===== config.mk =====
export PLATFORM = sky130hd
export DESIGN_NAME = dmem_arbiter
export DESIGN_NICKNAME = d
export VERILOG_FILES = /design/src/rtl/dmem_arbiter.sv
export SDC_FILE = /design/constraint.sdc
export NUM_CORES = 1
export LEC_CHECK = 0
export ABC_AREA = 1
export CAP_MARGIN = 25
export CORE_AREA = 5 5 114 116
export DETAILED_ROUTE_END_ITERATION = 8
export DIE_AREA = 0 0 119 121
export GPL_TIMING_DRIVEN = 0
export PLACE_DENSITY = 0.71
export SLEW_MARGIN = 10
export SYNTH_ARGS = -nofsm -noshare
export SYNTH_HDL_FRONTEND = slang
export SYNTH_SLANG_ARGS = --single-unit

===== constraint.sdc =====
create_clock -name clk -period 2.33 [get_ports clk]
set_input_delay 0.3495 -clock clk [delete_from_list [all_inputs] [get_ports clk]]
set_output_delay 0.3495 -clock clk [all_outputs]
set_load 0.02 [all_outputs]

===== src/rtl/dmem_arbiter.sv =====
// Data-memory arbiter between the MIPS core load/store port and an external
// loader/debug port: core priority, bounded ext starvation, locked ext bursts.
module dmem_arbiter #(
  parameter int ADDR_W   = 32,
  parameter int DATA_W   = 32,
  parameter int MAX_WAIT = 4,
  parameter int LOCK_MAX = 16
) (
  input  logic              clk,
  input  logic              reset,
  input  logic              c_req,
  input  logic              c_we,
  input  logic [ADDR_W-1:0] c_addr,
  input  logic [DATA_W-1:0] c_wdata,
  output logic [DATA_W-1:0] c_rdata,
  output logic              c_stall,
  input  logic              x_req,
  input  logic              x_we,
  input  logic              x_lock,
  input  logic [ADDR_W-1:0] x_addr,
  input  logic [DATA_W-1:0] x_wdata,
  output logic              x_gnt,
  output logic [DATA_W-1:0] x_rdata,
  output logic              x_rvalid,
  output logic              m_we,
  output logic [ADDR_W-1:0] m_addr,
  output logic [DATA_W-1:0] m_wdata,
  input  logic [DATA_W-1:0] m_rdata,
  output logic              owner
);

  typedef enum logic {OWN_CORE = 1'b0, OWN_EXT = 1'b1} own_e;

  own_e              state_q, state_d;
  logic [2:0]        starve_q, starve_d;
  logic [4:0]        lock_cnt_q, lock_cnt_d;
  logic              x_rvalid_q, x_rvalid_d;
  logic [DATA_W-1:0] x_rdata_q, x_rdata_d;
  logic              gnt_x, gnt_c;

  always_comb begin
    state_d    = state_q;
    starve_d   = starve_q;
    lock_cnt_d = lock_cnt_q;
    x_rvalid_d = 1'b0;
    x_rdata_d  = x_rdata_q;
    gnt_x      = 1'b0;
    gnt_c      = 1'b0;
    c_stall    = 1'b0;

    if (!reset) begin
      if (state_q == OWN_EXT) begin
        gnt_x   = x_req;
        c_stall = c_req;
      end else begin
        gnt_x   = x_req && (!c_req || starve_q == 3'(MAX_WAIT));
        gnt_c   = c_req && !gnt_x;
        c_stall = c_req && gnt_x;
      end
    end

    if (x_req && !gnt_x)
      starve_d = (starve_q == 3'd7) ? starve_q : starve_q + 3'd1;
    else
      starve_d = 3'd0;

    if (gnt_x && !x_we) begin
      x_rvalid_d = 1'b1;
      x_rdata_d  = m_rdata;
    end

    // lock_cnt holds beats already taken in this burst; the beat that
    // completes LOCK_MAX is still performed and then ownership returns.
    case (state_q)
      OWN_CORE: begin
        if (gnt_x && x_lock) begin
          state_d    = OWN_EXT;
          lock_cnt_d = 5'd1;
        end
      end
      OWN_EXT: begin
        if (!x_req || !x_lock || lock_cnt_q == 5'(LOCK_MAX - 1)) begin
          state_d    = OWN_CORE;
          lock_cnt_d = 5'd0;
        end else begin
          lock_cnt_d = lock_cnt_q + 5'd1;
        end
      end
      default: state_d = OWN_CORE;
    endcase
  end

  always_ff @(posedge clk) begin
    if (reset) begin
      state_q    <= OWN_CORE;
      starve_q   <= 3'd0;
      lock_cnt_q <= 5'd0;
      x_rvalid_q <= 1'b0;
      x_rdata_q  <= '0;
    end else begin
      state_q    <= state_d;
      starve_q   <= starve_d;
      lock_cnt_q <= lock_cnt_d;
      x_rvalid_q <= x_rvalid_d;
      x_rdata_q  <= x_rdata_d;
    end
  end

  assign m_we     = gnt_x ? x_we : (gnt_c & c_we);
  assign m_addr   = gnt_x ? x_addr : c_addr;
  assign m_wdata  = gnt_x ? x_wdata : c_wdata;
  assign c_rdata  = m_rdata;
  assign x_gnt    = gnt_x;
  assign x_rdata  = x_rdata_q;
  assign x_rvalid = x_rvalid_q;
  assign owner    = (state_q == OWN_EXT);

endmodule

==> results of run 1 <==
power by group:
| group | leakage (nW) | switching, mW | internal (mW) |
|---|---|---|---|
| logic | 2.70 | 0.457 | 0.539 |
| clock network | 0.0771 | 0.279 | 0.506 |
| registers | 0.342 | 0.0142 | 0.745 |
| total | 3.11 | 0.751 | 1.79 |
stage by stage:
| step | setup WS [ns] | util | instances | TNS [ns] | power (mW) |
|---|---|---|---|---|---|
| 2_1_floorplan | 0.634 | - | 515 | 0 | 1.20 |
| 3_3_place_gp | -0.434 | 0.515 | 961 | -22.13 | 1.82 |
| 3_5_place_dp | -0.435 | 0.515 | 961 | -21.89 | 1.83 |
| 4_1_cts | -0.00876 | 0.535 | 969 | -0.00876 | 2.59 |
| 5_1_grt | -0.00594 | 0.524 | 974 | -0.00802 | 2.67 |
| 6_report | 0.121 | 0.524 | 974 | 0 | 2.54 |
metal layers:
layer	vias to the layer above	global-route usage	part of all wire	routed length (µm)
met5	-	0	0	0
met4	0	0.0500	0.022	314
met3	12	0.0653	0.091	1270
met2	179	0.329	0.50	7010
met1	1659	0.198	0.38	5360
li1	2108	-	-	-
worst max-delay path, stage by stage (launching register included):
cell and delay [ns]:
dfxtp_2 0.34, inv_1 0.05, ha_1 0.19, nand2_1 0.08, nand3_2 0.09, nand2_2 0.11, buf_8 0.16, buf_6 0.14
nand2_1 0.08, nand2_1 0.08, clkdlybuf4s15_2 0.26
logic make-up (layout without fill, tap and decap cells):
logic type | count (synthesis) | after routing
adder cells (fa/ha/maj) | 5 | 5
buffers and inverters | 100 | 408
other | 0 | 4
flip-flops | 42 | 42
AO/OA/AOI/OAI | 10 | 10
AND/OR/NAND/NOR | 358 | 358
cell type report:
type / instances / area (µm²)
antenna: 4 / 10.0
multi-input combinational: 373 / 1510
clock inverter: 2 / 37.5
timing repair buffer: 300 / 2860
sequential: 42 / 843
inverter: 44 / 165
clock buffer: 6 / 129
buffer: 56 / 457
tap: 147 / 184
fill: 1218 / 5620
sequential cells by signal (all words and copies together) (netlist names):
signal / flops
lock_cnt_q: 5
owner: 1
starve_q: 3
x_rvalid: 1
x_rdata: 32
how the worst max path moves through the flow:
stage | startpoint | endpoint | slack [ns] | cells after the start
final | starve_q[0] | m_addr[28] | 0.12 | 10
after global routing | starve_q[0] | m_wdata[4] | -0.006 | 10
after CTS | starve_q[0] | m_addr[10] | -0.009 | 10
after detailed placement | reset | m_wdata[5] | -0.43 | 9
after global placement | reset | m_wdata[4] | -0.43 | 8
after floorplan | starve_q[0] | m_addr[20] | 0.63 | 9
what timing repair did:
| item | CTS | global route |
|---|---|---|
| resized for setup | 172 | 46 |
| buffers inserted | 0 | 1 |
| hold buffers | 0 | 0 |
| pin swaps | 0 | 0 |
| endpoints found under the setup margin | 67 | 64 |
| hold endpoints to repair | 0 | 0 |
Yosys cell counts:
master,n,share of area
buf_2,7,0.012
ha_1,5,0.021
clkbuf_1,3,0.0039
nand2_2,1,0.0022
o21ai_0,1,0.0017
buf_6,3,0.012
nand3b_2,1,0.0039
nor2_2,1,0.0022
nand3_2,1,0.0034
nand2_1,273,0.35
nand3_1,9,0.015
nor2_1,67,0.086
or2_2,1,0.0022
buf_4,43,0.11
clkinv_1,1,0.0013
inv_2,2,0.0026
inv_1,41,0.053
nand3b_1,2,0.0052
a21oi_1,9,0.015
dfxtp_1,42,0.29
nand4_1,2,0.0043
==> flow_summary.yaml, run 1 <==
run_status:
  status: "finished, final reports clean"
die:
  die_w_um: 119
  row_count: 40
  die_area_mm2: 0.0144
  start_util: 0.246
  die_height_um: 121
  io_pins: 300
  core_mm2: 0.0118
timing:
  hold_viol: 0
  max_slew_margin: 0.700
  skew_ns: 0.00381
  finalSetupViolations: 0
  holdWs_ns: 0.467
  rsz0062_at_grt: "true"
  period_minus_slack_ns: 2.21
  min_period_over_period: 0.948
  tightestPinTransition_ns: 0.449
  drv_slew: 0
  fmax_ghz: 0.453
final_layout:
  design_area_mm2: 0.00619
  drive_above_1_share: 0.149
  syn_to_final_growth_pct: 113
  nets: 994
  layout_commonest_cell: "nand2_1"
  final_cell_mix: "nand2_1, clkdlybuf4s50_1, nor2_1"
worst_hold_path:
  whs_path_depth: 2
  hold_path.class: "register to register"
  holdPathEnd: "starve_q[0]"
  min-delay-start: "starve_q[0]"
placed_design:
  place_congestion: 0.887
  placed_cell_area_mm2: 0.00609
  dp_hpwl_um: 12000
  portBuffers: 299
setup_path:
  critical_path_class: "register to output pin"
  crit_path_max_fanout: 10
  rrSetupSlack_ns: 0.73
  required_ns: 1.98
  r2r_cells: 8
  critPathArrivalTime_ns: 1.86
  worst_setup_path_start_kind: "register"
  r2r-end: "lock_cnt_q[2]"
  crit-reg2reg-launch: "lock_cnt_q[0]"
  worstSetupEndpointType: "output pin"
synthesis:
  syn_area_per_cell_um2: 5.65
  synth_compound_area_frac: 0.0172
  synth_area_mm2: 0.00291
  yosys.area_share.adder: 0.0215
  synth_xor_xnor_area_share: 0
  synthCells: 515
  synthSimpleGateAreaFrac: 0.477
  netlist-cell-type-count: 21
  synth_top_family_by_area: "simple AND/OR/NAND/NOR gates"
  yosysSeqAreaShare: 0.289
  ys_warn_count: 0
  synth_seq_cells: 42
  syn-num-nets: 687
  synthMuxAreaShare: 0
clock_tree:
  tritoncts: "built"
  cts_buffers: 5
  clkSinkCount: 42
  clk_path_buf_depth: 2
  cts.clk_slew.worst_paths_ns: 0.06
  h-tree-depth: 2
  clk_root_buffer_cell: "clkbuf_16"
  clk_latency_ns: 0.28
run:
  maxCapViolCount: 0
route:
  dr.pass1.iters: 5
  vias: 3958
  avgViaCountPerCell: 4.06
  wl_per_cell_um: 14.3
  drc: 0
  first_iter_violations: 170
  ant_nets: 0
  wl_um: 14000
global_route:
  grt_pass1_wl_um: 20800
  grt_max_degree: 14
  grtUsageTotal: 0.181
  grt_overflow: 0
  grt_pass1_vias: 3956
  antenna_found_initial: 4
power_and_ir_drop:
  p_per_area_mw_per_mm2: 410
  ir_drop_v: 0.000368
  cellLeakagePower_nw: 3.11
Power figures use the tool's default switching activity.
==> run 2: changes to the inputs <==
--- a/config.mk
+++ b/config.mk
@@ -12,6 +12,7 @@
 export DIE_AREA = 0 0 119 121
 export GPL_TIMING_DRIVEN = 0
 export PLACE_DENSITY = 0.71
+export SKIP_CTS_REPAIR_TIMING = 1
 export SLEW_MARGIN = 10
 export SYNTH_ARGS = -nofsm -noshare
 export SYNTH_HDL_FRONTEND = slang
==> run 2 against run 1 <==
Die area did not move. First-iteration DRC count is 4.1% lower. Largest cell class unchanged. Largest power group unchanged. Clock-buffer cell count unchanged. Cell area is 0.83% lower. Critical endpoint is now m_addr[17]. Total power is 0.32% lower. Cell count fell by 0.10%. Worst setup slack improved by 0.0015 ns. Critical path depth up 1. Combinational power is 0.8% lower. Core utilization down 0.43 points. Sequential share of layout area grew 0.093 points. Via count about the same.
==> flow_summary.yaml, run 2 (synthesis gave the netlist of run 1 again) <==
route:
  drc: 0
  avgViaCountPerCell: 4.07
  wl_per_cell_um: 14.4
  ant_nets: 0
  first_iter_violations: 163
  dr.pass1.iters: 5
  wl_um: 14000
  vias: 3957
run:
  maxCapViolCount: 0
clock_tree:
  cts_buffers: 5
  tritoncts: "built"
  clk_path_buf_depth: 2
  cts.clk_slew.worst_paths_ns: 0.06
  clkSinkCount: 42
  clk_latency_ns: 0.28
  clk_root_buffer_cell: "clkbuf_16"
  h-tree-depth: 2
setup_path:
  critPathArrivalTime_ns: 1.86
  crit_path_max_fanout: 10
  r2r_cells: 8
  critical_path_class: "register to output pin"
  required_ns: 1.98
  r2r-end: "lock_cnt_q[2]"
  worst_setup_path_start_kind: "register"
  endpoint: "m_addr[17]"
  rrSetupSlack_ns: 0.72
  cp-startpoint: "starve_q[0]"
  crit-reg2reg-launch: "lock_cnt_q[0]"
  worstSetupEndpointType: "output pin"
final_layout:
  nets: 993
  drive_above_1_share: 0.136
  ff_latch_area_um2: 842
  syn_to_final_growth_pct: 111
  layout_commonest_cell: "nand2_1"
  largest_register_ffs: 32
  final_cell_mix: "nand2_1, clkdlybuf4s50_1, nor2_1"
  utilization: 0.520
  multi_input_area_mm2: 0.00151
  fillers: 1212
global_route:
  grt_overflow: 0
  grt_pass1_vias: 3959
  grt_pass1_wl_um: 20800
  antenna_found_initial: 4
  grtUsageTotal: 0.181
  grt_max_degree: 14
timing:
  fin_tns_setup_ns: 0
  period_minus_slack_ns: 2.21
  hold_viol: 0
  drv_slew: 0
  min_period_over_period: 0.948
  fmax_ghz: 0.453
  finalSetupViolations: 0
  max_slew_margin: 0.700
  tightestPinTransition_ns: 0.450
  skew_ns: 0.00388
die:
  row_count: 40
  die_height_um: 121
  core_mm2: 0.0118
  die_w_um: 119
  io_pins: 300
  die_area_mm2: 0.0144
  start_util: 0.246
placed_design:
  dp_hpwl_um: 12000
  portBuffers: 299
  place_congestion: 0.887
run_status:
  status: "finished, final reports clean"
power_and_ir_drop:
  cellLeakagePower_nw: 3.30
  power.total_mw: 2.53
  ir_drop_v: 0.000368
  p_per_area_mw_per_mm2: 412
worst_hold_path:
  min-delay-start: "reset"
  hold_path.class: "input pin to register"
run 2: per-stage QoR:
stage	cells	hold slack [ns]	cell area, µm²	setup WS, ns
finish	973	0.449	6140	0.122
global route	973	0.460	6140	-0.0226
CTS	969	0.483	6250	-0.444
detailed placement	961	0.475	6090	-0.435
global placement	961	0.467	6090	-0.434
floorplan	515	0.419	2910	0.634
run 2: worst min path at each step:
stage / to / slack, ns / cells past startpoint
floorplan: lock_cnt_q[1] / 0.42 / 1
global placement: starve_q[0] / 0.47 / 2
detailed placement: starve_q[0] / 0.48 / 2
CTS: starve_q[0] / 0.48 / 2
global route: lock_cnt_q[2] / 0.46 / 2
finish: lock_cnt_q[3] / 0.45 / 2
run 2: critical path: stages, from the launching register on:
cell and delay [ns]:
dfxtp_2 0.34, inv_1 0.05, ha_1 0.19, nand2_1 0.08, nand3_2 0.10, nand2_2 0.11, inv_2 0.05, buf_6 0.14
buf_4 0.16, nand2_1 0.08, nand2_1 0.07, dlymetal6s2s_1 0.22
run 2: where the power goes:
part | switching, mW | internal (mW) | total [mW]
combinational | 0.457 | 0.531 | 0.988
sequential | 0.0142 | 0.745 | 0.759
clock | 0.279 | 0.506 | 0.785
run 2: cell type report:
cell class	instances	share of cell area
antenna	4	0.00163
buffer	56	0.0705
clock buffer	6	0.0210
clock inverter	2	0.00611
inverter	44	0.0269
multi-input combinational	373	0.245
sequential	42	0.137
tap	147	0.0299
timing repair buffer	299	0.462
run 2: per-layer routing:
metal  part of all wire  wire, µm  up-vias  global-route usage
met5                  0         0        -                   0
met1               0.39      5410     1658               0.199
met4              0.026       360        0              0.0529
li1                   -         -     2104                   -
met2               0.50      7000      181               0.326
met3              0.088      1240       14              0.0648
==> run 3: changes to the inputs <==
--- a/config.mk
+++ b/config.mk
@@ -11,7 +11,7 @@
 export DETAILED_ROUTE_END_ITERATION = 8
 export DIE_AREA = 0 0 119 121
 export GPL_TIMING_DRIVEN = 0
-export PLACE_DENSITY = 0.71
+export PLACE_DENSITY = 0.72
 export SKIP_CTS_REPAIR_TIMING = 1
 export SLEW_MARGIN = 10
 export SYNTH_ARGS = -nofsm -noshare
==> run 3 against run 2 <==
Via count is 0.58% lower. Largest power group unchanged. Total power is 0.10% lower. Clock-buffer cell count stayed put.
==> flow_summary.yaml, run 3 (synthesis gave the netlist of run 1 again) <==
setup_path:
  required_ns: 1.98
  critical_path_class: "input pin to output pin"
  r2r-end: "lock_cnt_q[3]"
  worstSetupEndpointType: "output pin"
  worst_setup_path_start_kind: "input pin"
  r2r_cells: 8
  crit-reg2reg-launch: "lock_cnt_q[0]"
  critPathArrivalTime_ns: 1.89
  rrSetupSlack_ns: 0.74
  crit_path_max_fanout: 10
timing:
  rsz0062_at_grt: "true"
  fin_tns_setup_ns: 0
  finalSetupViolations: 0
  min_period_over_period: 0.962
  tightestPinTransition_ns: 0.444
  period_minus_slack_ns: 2.24
  max_slew_margin: 0.704
  drv_slew: 0
  hold_viol: 0
  fmax_ghz: 0.446
  skew_ns: 0.00606
route:
  wl_per_cell_um: 14.5
  ant_nets: 0
  wl_um: 14100
  dr.pass1.iters: 4
  first_iter_violations: 188
  drc: 0
  vias: 3934
  avgViaCountPerCell: 4.05
run:
  maxCapViolCount: 0
final_layout:
  largest_register_ffs: 32
  nets: 993
  final_cell_mix: "nand2_1, clkdlybuf4s50_1, nor2_1"
  drive_above_1_share: 0.140
  layout_commonest_cell: "nand2_1"
  syn_to_final_growth_pct: 110
  instances_no_fill: 972
  utilization: 0.518
worst_hold_path:
  whs_path_depth: 2
  holdPathEnd: "lock_cnt_q[4]"
  hold_path.class: "input pin to register"
  min-delay-start: "reset"
global_route:
  grt_pass1_vias: 3784
  grtUsageTotal: 0.180
  grt_max_degree: 14
  grt_pass1_wl_um: 20500
  grt_overflow: 0
  antenna_found_initial: 2
clock_tree:
  tritoncts: "built"
  clkSinkCount: 42
  clk_path_buf_depth: 2
  cts.clk_slew.worst_paths_ns: 0.06
  clk_latency_ns: 0.28
  h-tree-depth: 2
  clk_root_buffer_cell: "clkbuf_16"
  cts_buffers: 5
die:
  die_area_mm2: 0.0144
  row_count: 40
  die_w_um: 119
  io_pins: 300
  die_height_um: 121
  core_mm2: 0.0118
  start_util: 0.246
placed_design:
  numPlacedInstances: 961
  place_congestion: 0.872
  dp_hpwl_um: 12100
  portBuffers: 299
run_status:
  status: "finished, final reports clean"
power_and_ir_drop:
  ir_drop_v: 0.000393
  cellLeakagePower_nw: 3.27
  p_per_area_mw_per_mm2: 413
-- run 3: worst max-delay path by stage --
| stage | start | to | slack (ns) | cells past startpoint |
|---|---|---|---|---|
| after floorplan | starve_q[0] | m_addr[20] | 0.63 | 9 |
| after global placement | reset | m_wdata[4] | -0.45 | 9 |
| after detailed placement | reset | m_wdata[4] | -0.46 | 9 |
| after CTS | reset | m_wdata[4] | -0.47 | 9 |
| after global routing | starve_q[0] | m_wdata[25] | -0.03 | 10 |
| final | x_req | m_addr[10] | 0.09 | 9 |
-- run 3: critical path, stage by stage --
cell and delay [ns]:
clkdlybuf4s50_1 0.52, inv_1 0.09, nor2_4 0.12, nand2_2 0.09, inv_2 0.07, buf_2 0.21
nand2_2 0.14, nand2_1 0.08, dlymetal6s2s_1 0.22
-- run 3: final cells by class --
class	instances	area [µm²]
multi-input combinational	373	1510
buffer	56	440
sequential	42	841
inverter	44	165
fill	1227	5690
antenna	3	7.51
clock buffer	6	129
clock inverter	2	37.5
tap	147	184
timing repair buffer	299	2810
-- run 3: metrics by stage --
step / instance area (µm²) / hold slack (ns) / power (mW) / setup slack (ns)
after global placement: 6090 / 0.469 / 1.82 / -0.449
final: 6120 / 0.460 / 2.53 / 0.0890
after floorplan: 2910 / 0.419 / 1.20 / 0.634
after global routing: 6120 / 0.456 / 2.67 / -0.0293
after detailed placement: 6090 / 0.470 / 1.83 / -0.455
after CTS: 6250 / 0.479 / 2.63 / -0.470
-- run 3: routing by layer --
| metal | global-route usage | wire [µm] |
|---|---|---|
| met1 | 0.199 | 5420 |
| met2 | 0.332 | 7230 |
| met3 | 0.0615 | 1250 |
| met4 | 0.0406 | 187 |
| met5 | 0 | 0 |
-- run 3: report_power, final --
group	leakage [nW]	switching, mW	internal [mW]
Clock	0.0771	0.278	0.506
Combinational	2.85	0.457	0.529
Sequential	0.341	0.0144	0.744
